==> config.mk <==
export PLATFORM = sky130hd
export DESIGN_NAME = sdf_stage_ctrl
export DESIGN_NICKNAME = d
export VERILOG_FILES = /design/src/rtl/sdf_stage_ctrl.sv
export SDC_FILE = /design/constraint.sdc
export NUM_CORES = 1
export LEC_CHECK = 0
export BUFFER_PORTS_ARGS = -buffer_cell sky130_fd_sc_hd__buf_2
export CAP_MARGIN = 25
export CORE_AREA = 2 2 88 90
export CTS_CLUSTER_DIAMETER = 40
export DETAILED_ROUTE_END_ITERATION = 8
export DIE_AREA = 0 0 90 92
export SLEW_MARGIN = 40
export SYNTH_ARGS = -nofsm -noshare
export SYNTH_HDL_FRONTEND = slang
export SYNTH_SLANG_ARGS = --single-unit
export TNS_END_PERCENT = 50
==> constraint.sdc <==
create_clock -name clock -period 1.38 [get_ports clock]
set_input_delay 0.138 -clock clock [delete_from_list [all_inputs] [get_ports clock]]
set_output_delay 0.138 -clock clock [all_outputs]
set_load 0.02 [all_outputs]
==> src/rtl/sdf_stage_ctrl.sv <==
// Control sequencer for one radix-2^2 SDF FFT stage: sample counters, butterfly select,
// delayed output strobe, twiddle ROM address/valid, and sticky frame-gap detection.
module sdf_stage_ctrl #(
   parameter int N     = 64,
   parameter int M     = 64,
   parameter int LOG_N = 6,
   parameter int LOG_M = 6
) (
   input  logic             clock,
   input  logic             reset,
   input  logic             di_en,
   output logic             bf_sel,
   output logic             bf_out_en,
   output logic             tw_en,
   output logic [LOG_N-1:0] tw_addr,
   output logic             di_last,
   output logic             do_last,
   output logic             err
);

   localparam int               HALF   = M / 2;
   localparam int               SCALE  = LOG_N - LOG_M;
   localparam logic [LOG_N-1:0] LAST   = LOG_N'(N - 1);
   localparam logic [LOG_N-1:0] K_MASK = LOG_N'(M / 4 - 1);
   localparam logic [LOG_N-1:0] ONE    = LOG_N'(1);

   logic [LOG_N-1:0] di_count;
   logic [LOG_N-1:0] do_count;
   logic [HALF-1:0]  dly;
   logic [1:0]       seg;
   logic [LOG_N-1:0] t_val;
   logic [LOG_N-1:0] k_val;
   logic [LOG_N-1:0] tw_next;

   assign bf_out_en = dly[HALF-1];
   assign bf_sel    = di_en & di_count[LOG_M-1];
   assign di_last   = di_en & (di_count == LAST);
   assign do_last   = bf_out_en & (do_count == LAST);

   // Quarter-span index is bit-reversed to give the twiddle exponent multiplier.
   assign seg     = do_count[LOG_M-1 -: 2];
   assign t_val   = LOG_N'({seg[0], seg[1]});
   assign k_val   = do_count & K_MASK;
   assign tw_next = (t_val * k_val) << SCALE;

   always_ff @(posedge clock) begin
      if (reset) begin
         di_count <= '0;
         do_count <= '0;
         dly      <= '0;
         tw_en    <= 1'b0;
         tw_addr  <= '0;
         err      <= 1'b0;
      end else begin
         if (di_en) begin
            di_count <= di_count + ONE;
         end else if (di_count != '0) begin
            di_count <= '0;
            err      <= 1'b1;
         end

         // Free-running, like the datapath delay line it shadows.
         dly <= {dly[HALF-2:0], di_en};

         if (bf_out_en) begin
            do_count <= do_count + ONE;
         end else if (do_count != '0) begin
            do_count <= '0;
         end

         tw_en   <= bf_out_en;
         tw_addr <= bf_out_en ? tw_next : '0;
      end
   end

endmodule
======== Word level (Yosys, flattened, before mapping) ========
Cells that the tools add are included.
Widths: inputs -> output; s select.
word-level totals
  flip-flop bits (word level) ............. 52
  output and inout port bits .............. 12
  logic and storage cells ................. 26
operators by class
  add/subtract/negate cells ............... 2
  $mul .................................... 1
  eq/ne operators ......................... 2
  multiplexer cells ....................... 4
  bitwise logic cells ..................... 5
  reduce and logical (&&, ||, !) cells .... 6
operator list
  kind                 count
  $mux 6               4
  $add 6x1->6 const B  2
  $eq 6x6->1 const B   2
  $reduce_bool 6->1    2
  $mul 2x4->6          1
  $reduce_bool 2->1    2
  $and 1x1->1          3
  $not 1->1            2
  $reduce_and 2->1     1
  $reduce_or 2->1      1

======== Longest topological paths before layout ========
Gate-level depths: netlist of run 1.
  depth in word-level cells ............... 3
  gate-level depth with buffers ........... 7
  mapped depth without buffers ............ 7

======== Worst setup path before layout of run 1 ========
OpenSTA, ideal clock, no wires.
  path kind ............................... flip-flop to flip-flop
  start point ............................. reg do_count[4]
  end point ............................... reg tw_addr[3]
  arrival ................................. 1.344 ns
  setup slack ............................. -0.034 ns
  stages on the path, launching flop included .. 8
  cell sequence ........................... dfxtp_1 -> and2_2 -> ha_1 -> inv_1 -> fa_1 -> inv_1 -> o21ai_0 -> a21oi_1
on the way
  word-level cells in the longest chain between the ends .. 1
RTL lines
  what                      RTL line  text
  start: declaration        28        logic [LOG_N-1:0] do_count;
  start signal: assignment  66        do_count <= do_count + ONE;
  $mul 2x4->6               44        assign tw_next = (t_val * k_val) << SCALE;
  end signal: assignment    72        tw_addr <= bf_out_en ? tw_next : '0;
  end: declaration          15        output logic [LOG_N-1:0] tw_addr,
Every way passes these cells.
A chain may end at the register's enable or synchronous reset.

======== Worst setup path in the final report of run 1 ========
  start point ............................. reg do_count[0]
  end point ............................... out do_last
on the way
  word-level cells in the longest chain between the ends .. 2
RTL lines
  what              RTL line  text
  $eq 6x6->1        38        assign do_last = bf_out_en & (do_count == LAST);
  $and 1x1->1       38
  end: declaration  17        output logic do_last,
Every way passes these cells.

==> impl_metrics.ini, run 1 <==
[worst_setup_path]
critical_path_class = reg2out
cp_top_family = flip-flops
cp_data_required_time_ns = 1.24
path_max_fanout = 2
cp-start-kind = flop
critPathMaxStageDelay_ns = 0.36
cp_data_arrival_time_ns = 1.27
worstPathCellList = buf_6, ha_4, nand2_2, nor3_2, buf_4
critical_path.slowest_cell = dfxtp_2
end_kind = output pin
critPathBufInv = 2

[clock_network]
root_buffer = clkbuf_8
insertion_delay_ns = 0.31
cts_buffers = 5
cts_tree = done
clk_pin_slew_worst_paths_ns = 0.09
h-tree-depth = 2
numClockSinks = 52
holdBufCountCts = 0
clockBufferDepth = 2

[place]
port_buffers = 14
pre_cts_slack_ns = -0.0513
dp_hpwl_mm = 1.90
dp.cells = 294
routabilityCongestion = 0.792
placed_cell_area_mm2 = 0.00207

[logic_synthesis]
yosysTopAreaCell = dfxtp_1
ys_ff_latch = 52
synth_fp_nets = 182
synth-warning-count = 0
synth_edf_count = 0
ys_seq_area_share_pct = 58.1
synth.area.top_cells = dfxtp_1, nor2b_1, ha_1
synth_area_mm2 = 0.00179
ys.flop_type = dfxtp_1
synthDistinctLibCells = 29
async_reset_ff_share_pct = 0
avgSynthCellArea_um2 = 10.5
synth_cells = 171
synth_top_area_share_pct = 58.1

[power_and_ir_drop]
switching_share_pct = 20.8
p_leak_nw = 0.982
p_sw_mw = 0.548
total_power_mw = 2.63
clockPowerShare_pct = 39.5
p_int_mw = 2.08
ir_worst_vdd_v = 0.000496
p_seq_share_pct = 57.6
power_density_mw_per_mm2 = 1130
power.share.combinational_pct = 2.9

[floorplanning]
die_w_um = 90
fp-row-count = 32
ioPinCount = 15
initial_utilization_pct = 24.0
core-area_mm2 = 0.00745
dieArea_mm2 = 0.00828
die_h_um = 92

[cells_and_area]
diodes = 0
stdcell_area_mm2 = 0.00232
drive_above_1_share_pct = 30.1
ff_latch_area_mm2 = 0.00105
fillers = 799
final_nets = 216
fin_util_pct = 31.2
final_cell_mix = dfxtp_1, nor2b_1, buf_4
finalNonFillerCells = 308
final_common_cell = dfxtp_1
area_growth_syn_to_layout_pct = 29.6
multi_input_area_um2 = 771

[timing]
fin_crit_sh_pct = 102
fin_crit_ns = 1.41
tightest_slew_ns = 0.390
hold_viol = 0
fmax_mhz = 712
finalSetupTns_ns = -0.0264
rsz0062_at_grt = yes
hold_slack_ns = 0.218
setup_viol = 2
skew_ns = 0.00458
finalMaxSlewViolations = 0
timing.final.ws_setup_ns = -0.0253
relSlewSlack_pct = 73.8

[routing]
ant_nets = 0
wl_per_cell_um = 10.5
drc = 0
dr.pass1.iters = 4
vias = 1201
drtIter0Drc = 33
viasPerCell = 3.90
totalWireLength_mm = 3.23

[status]
status = finished with violations
violations = negative setup slack

[global_routing]
track_usage_pct = 8.17
grt_pass1_wl_mm = 5.26
grt_pass1_vias = 1196
grt_max_degree = 38
grt.overflow.total = 0
antenna_found_initial = 0

[min_path]
min_path_type = in2reg

[run]
max_cap_viol_count = 0
## registers in the layout, summed over array words and instances, names as in the netlist
name      cells
tw_en         1
tw_addr       6
err           1
do_count      6
di_count      6
dly          32
## area by class of cell
type / instances / area share, %
sequential: 52 / 45.3
multi-input combinational: 105 / 33.2
timing repair buffer: 31 / 9.60
tap: 102 / 5.50
clock buffer: 5 / 2.96
clock inverter: 3 / 1.83
inverter: 10 / 1.62
## cell usage after synthesis (all sizes together) (4+ instances only)
library cell / instances
a21oi: 7
and2: 6
and2b: 10
dfxtp: 52
ha: 7
inv: 10
nand2: 9
nand3: 5
nor2: 12
nor2b: 22
xor2: 4
## worst paths after layout
check | depth (start not counted) | slack [ns] | to | from
worst min-delay path | 3 | 0.22 | di_count[1]$_SDFFE_PP0P_ | di_en
worst max register to register | 6 | 0 | tw_addr[4]$_SDFF_PP0_ | do_count[4]$_SDFFE_PP0P_
worst min register to register | 1 | 0.44 | dly[29]$_SDFF_PP0_ | dly[28]$_SDFF_PP0_
worst max-delay path | 5 | -0.03 | do_last | do_count[0]$_SDFFE_PP0P_
## layer usage
| metal | part of all wire, % | GRT usage, % |
|---|---|---|
| met4 | 3.2 | 5.26 |
| met3 | 5.2 | 3.29 |
| met1 | 46 | 9.20 |
| met5 | 0 | 0 |
| met2 | 46 | 12.8 |
## tightest hold or removal path, stage by stage
cell and delay [ns]:
buf_2 0.17, a22oi_1 0.10, nor2_1 0.08
## repair_timing
item / CTS / global route
setup buffers: 4 / 2
pin swaps: 4 / 5
setup endpoints to repair: 6 / 8
resized for setup: 20 / 9
## cells by family (layout without fill, tap and decap cells)
logic type / Yosys count / count (layout) / synth area share (%)
AOI/OAI and AO/OA: 14 / 14 / 4.54
buffers and inverters: 14 / 49 / 3.00
and+or+nand+nor: 76 / 76 / 24.8
DFF: 52 / 52 / 58.1
muxes: 1 / 1 / 0.559
xor gates and xnor gates: 6 / 6 / 2.93
adders and majority gates: 8 / 8 / 6.01
## power by group through the flow
| stage | registers (mW) | logic [mW] | clock network (mW) |
|---|---|---|---|
| after floorplan | 1.55 | 0.0413 | 0 |
| after global placement | 1.55 | 0.0626 | 0 |
| after detailed placement | 1.55 | 0.0636 | 0 |
| after CTS | 1.51 | 0.0677 | 1.07 |
| after global routing | 1.52 | 0.0843 | 1.12 |
| final | 1.52 | 0.0751 | 1.04 |
Power figures use the tool's default switching activity.
==> run 2: changes to the inputs <==
ABC_CLOCK_PERIOD_IN_PS = 1380   (was not set)
CORE_AREA = 2 2 66 68   (was 2 2 88 90)
DIE_AREA = 0 0 68 70   (was 0 0 90 92)
==> run 2 against run 1 <==
  * Total power is 7.2% lower
  * The run still ends with negative setup slack left
  * Fmax is 0.47% higher
  * Critical path type is now reg2reg
  * Utilization is 23 points higher
  * Worst hold slack better by 0.0060 ns
==> impl_metrics.ini, run 2 (synthesis gave the netlist of run 1 again) <==
[global_routing]
grt.overflow.total = 0
grt_pass1_vias = 1198
antenna_found_initial = 0
track_usage_pct = 14.2
grt_pass1_wl_mm = 5.11
grt_max_degree = 38

[clock_network]
insertion_delay_ns = 0.30
cts_tree = done
numClockSinks = 52
root_buffer = clkbuf_8
clockBufferDepth = 2
holdBufCountCts = 0
clk_pin_slew_worst_paths_ns = 0.09
cts_buffers = 5
h-tree-depth = 2

[timing]
relSlewSlack_pct = 72.2
timing.final.ws_setup_ns = -0.0187
hold_viol = 0
fmax_mhz = 715
fin_crit_ns = 1.40
skew_ns = 0.0116
rsz0062_at_grt = yes
tightest_slew_ns = 0.413
hold_slack_ns = 0.224
finalMaxSlewViolations = 0
setup_viol = 2
fin_crit_sh_pct = 101

[power_and_ir_drop]
ir_worst_vdd_v = 0.000538
total_power_mw = 2.44
p_leak_nw = 0.969
power_density_mw_per_mm2 = 1090

[place]
dp_hpwl_mm = 1.98
pre_cts_slack_ns = -0.0203
placed_cell_area_mm2 = 0.00199
routabilityCongestion = 0.820
dp.cells = 243
port_buffers = 14

[routing]
vias = 1196
drc = 0
drtIter0Drc = 42
ant_nets = 0
wl_per_cell_um = 11.8
dr.pass1.iters = 5
viasPerCell = 4.64
totalWireLength_mm = 3.05

[cells_and_area]
final_nets = 216
stdcell_area_mm2 = 0.00223
largest_reg_flops = 32
final_common_cell = dfxtp_1
finalNonFillerCells = 258
final_cell_mix = dfxtp_1, nor2b_1, buf_4
top_register = dly
drive_above_1_share_pct = 31.1
diodes = 0
area_growth_syn_to_layout_pct = 24.5

[floorplanning]
die_h_um = 70
ioPinCount = 15
dieArea_mm2 = 0.00476
initial_utilization_pct = 43.2
fp-row-count = 24
die_w_um = 68
core-area_mm2 = 0.00414

[run]
max_cap_viol_count = 0

[worst_setup_path]
cp_data_required_time_ns = 1.61
end_kind = flop
critical_path_class = reg2reg
critPathBufInv = 1
cp_data_arrival_time_ns = 1.63
critical_path.slowest_cell = dfxtp_2
critPathMaxStageDelay_ns = 0.35
worstPathCellList = nand2_1, inv_1, ha_1, a21o_1, a21oi_2, mux2i_1
cp-start-kind = flop
cp_top_family = flip-flops
path_max_fanout = 5

[status]
violations = negative setup slack
status = finished with violations

[min_path]
min_path_type = in2reg
run 2: final cells by class:
class / count / area (µm²)
flip-flops and latches: 52 / 1050
repair buffers: 31 / 210
multi-input cells: 105 / 778
clock buffers: 5 / 68.8
clock inverters: 3 / 21.3
fillers: 387 / 1910
well taps: 52 / 65.1
inverters: 10 / 37.5
run 2: worst paths after layout:
check                      startpoint                  endpoint  slack, ns  cells past startpoint
max          do_count[4]$_SDFFE_PP0P_     tw_addr[4]$_SDFF_PP0_      -0.02                      6
min                             di_en  di_count[1]$_SDFFE_PP0P_       0.22                      3
max reg2reg  do_count[4]$_SDFFE_PP0P_     tw_addr[4]$_SDFF_PP0_      -0.02                      6
min reg2reg        dly[30]$_SDFF_PP0_        dly[31]$_SDFF_PP0_       0.44                      1
run 2: per-layer routing:
layer  up-vias  track usage, %  part of all wire, %
li1        612               -                    -
met1       555            17.2                   44
met2        22            22.8                   50
met3         7            4.03                  4.3
met4         0            6.44                  1.9
met5         -               0                    0
run 2: power by group:
group	switching [mW]	internal, mW
clock	0.491	0.360
sequential	0.00509	1.51
combinational	0.0383	0.0357
run 2: stage by stage:
stage / utilization (%) / setup TNS, ns
2_1_floorplan: - / 0
3_3_place_gp: 47.9 / 0
3_5_place_dp: 47.9 / -0.0203
4_1_cts: 52.4 / -0.0389
5_1_grt: 53.8 / -0.341
6_report: 53.8 / -0.0349
run 2: what timing repair did:
item                       4_1_cts  5_1_grt
pin swaps                        3        8
setup buffers                    5        2
setup endpoints to repair        5        8
resized for setup               19       11
run 2: worst min-delay path: cells and delay by family:
| kind | cells | cell delay, ns |
|---|---|---|
| AO/OA/AOI/OAI | 1 | 0.11 |
| buffers and inverters | 1 | 0.17 |
| AND/OR/NAND/NOR | 1 | 0.08 |
==> run 3: changes to the inputs <==
BUFFER_PORTS_ARGS = -buffer_cell sky130_fd_sc_hd__clkbuf_2   (was -buffer_cell sky130_fd_sc_hd__buf_2)
==> run 3 against run 2 <==
  * The run still ends with negative setup slack left
  * Clock skew down 0.0065 ns
  * Utilization down 0.69 points
  * Design area down 1.3%
  * Critical path depth down 1
  * Total power down 0.37%
  * Largest power group unchanged
  * Highest routed layer unchanged
==> impl_metrics.ini, run 3 (synthesis gave the netlist of run 1 again) <==
[floorplanning]
ioPinCount = 15
core-area_mm2 = 0.00414
die_h_um = 70
dieArea_mm2 = 0.00476
die_w_um = 68
initial_utilization_pct = 43.2
fp-row-count = 24

[global_routing]
grt_pass1_wl_mm = 4.75
grt_max_degree = 32
grt_pass1_vias = 1129
track_usage_pct = 12.7
antenna_found_initial = 0
grt.overflow.total = 0

[status]
status = finished with violations
violations = negative setup slack

[cells_and_area]
top_register = dly
diodes = 0
final_nets = 215
fin_util_pct = 53.1
drive_above_1_share_pct = 29.3
largest_reg_flops = 32
final_common_cell = dfxtp_1
final_cell_mix = dfxtp_1, nor2b_1, buf_4
area_growth_syn_to_layout_pct = 22.9
fillers = 387

[timing]
timing.final.ws_setup_ns = -0.00120
skew_ns = 0.00508
tightest_slew_ns = 0.391
fin_crit_ns = 1.38
relSlewSlack_pct = 73.7
fmax_mhz = 724
rsz0062_at_grt = yes
setup_viol = 1
hold_viol = 0
finalMaxSlewViolations = 0
fin_crit_sh_pct = 100

[routing]
totalWireLength_mm = 2.83
drtIter0Drc = 36
ant_nets = 0
drc = 0
wl_per_cell_um = 11.0
dr.pass1.iters = 4
viasPerCell = 4.66
vias = 1197

[worst_setup_path]
cp_data_arrival_time_ns = 1.56
path_max_fanout = 5
rrSetupSlack_ns = -0.001
cp_data_required_time_ns = 1.56
critPathMaxStageDelay_ns = 0.51
end_kind = flop
worstPathCellList = and2_2, ha_2, inv_1, fa_2, nor2_1
critical_path.slowest_cell = fa_2
critical_path_class = reg2reg
cp-start-kind = flop

[power_and_ir_drop]
p_leak_nw = 0.953
power_density_mw_per_mm2 = 1110
ir_worst_vdd_v = 0.000442

[clock_network]
numClockSinks = 52
holdBufCountCts = 0
cts_tree = done
root_buffer = clkbuf_8
clockBufferDepth = 2
cts_buffers = 5
h-tree-depth = 2
insertion_delay_ns = 0.29
clk_pin_slew_worst_paths_ns = 0.09

[run]
max_cap_viol_count = 0

[place]
port_buffers = 14
dp_hpwl_mm = 1.90
pre_cts_slack_ns = -0.0120
routabilityCongestion = 0.848

[min_path]
min_path_type = in2reg
[run 3: cell count changes in the layout (fill, tap and decap cells not counted), sizes merged]
| cell | delta |
|---|---|
| buf | -13 |
| clkbuf | +12 |
| clkinv | +1 |
| clkinvlp | -1 |
[run 3: critical path: cells and delay by family (launching register included)]
family	cells	cell delay (ns)
adders and majority gates	2	0.68
DFF	1	0.36
and+or+nand+nor	2	0.19
buffers and inverters	1	0.05
[run 3: worst paths after layout]
check,to,cells after the start,start
max,tw_addr[2]$_SDFF_PP0_,5,do_count[4]$_SDFFE_PP0P_
min,do_count[1]$_SDFFE_PP0P_,2,reset
max reg2reg,tw_addr[2]$_SDFF_PP0_,5,do_count[4]$_SDFFE_PP0P_
min reg2reg,dly[24]$_SDFF_PP0_,1,dly[23]$_SDFF_PP0_
[run 3: repair_timing]
action                                  CTS  global route
pin swaps                                 3             3
buffers inserted                          4             3
resized for setup                        16            10
endpoints found under the setup margin    5             7
[run 3: where the power goes]
part           switching (mW)  total [mW]  internal (mW)
sequential            0.00554        1.52           1.51
clock                   0.485       0.849          0.364
combinational          0.0368      0.0674         0.0305
[run 3: area by class of cell]
class / count / area, µm² / share of cell area, %
clock inverters: 3 / 22.5 / 1.02
multi-input cells: 105 / 756 / 34.3
clock buffers: 5 / 68.8 / 3.13
inverters: 10 / 37.5 / 1.71
flip-flops and latches: 52 / 1050 / 47.6
well taps: 52 / 65.1 / 2.96
repair buffers: 30 / 203 / 9.21
[run 3: through the flow]
step | area (µm²) | setup TNS [ns] | hold WS (ns) | total power, mW | instances
final | 2200 | -0.00120 | 0.129 | 2.43 | 257
after global routing | 2200 | -0.225 | 0.135 | 2.54 | 257
after CTS | 2150 | -0.104 | 0.104 | 2.47 | 254
after detailed placement | 1980 | -0.0120 | 0.419 | 1.61 | 242
after global placement | 1980 | 0 | 0.418 | 1.61 | 242
after floorplan | 1790 | 0 | 0.300 | 1.59 | 171
[run 3: routing by layer]
metal / vias up / GRT usage [%] / wire [µm]
met5: - / 0 / 0
met4: 0 / 2.67 / 17
met3: 4 / 4.35 / 124
met2: 22 / 20.0 / 1350
met1: 557 / 16.9 / 1330
li1: 614 / - / -
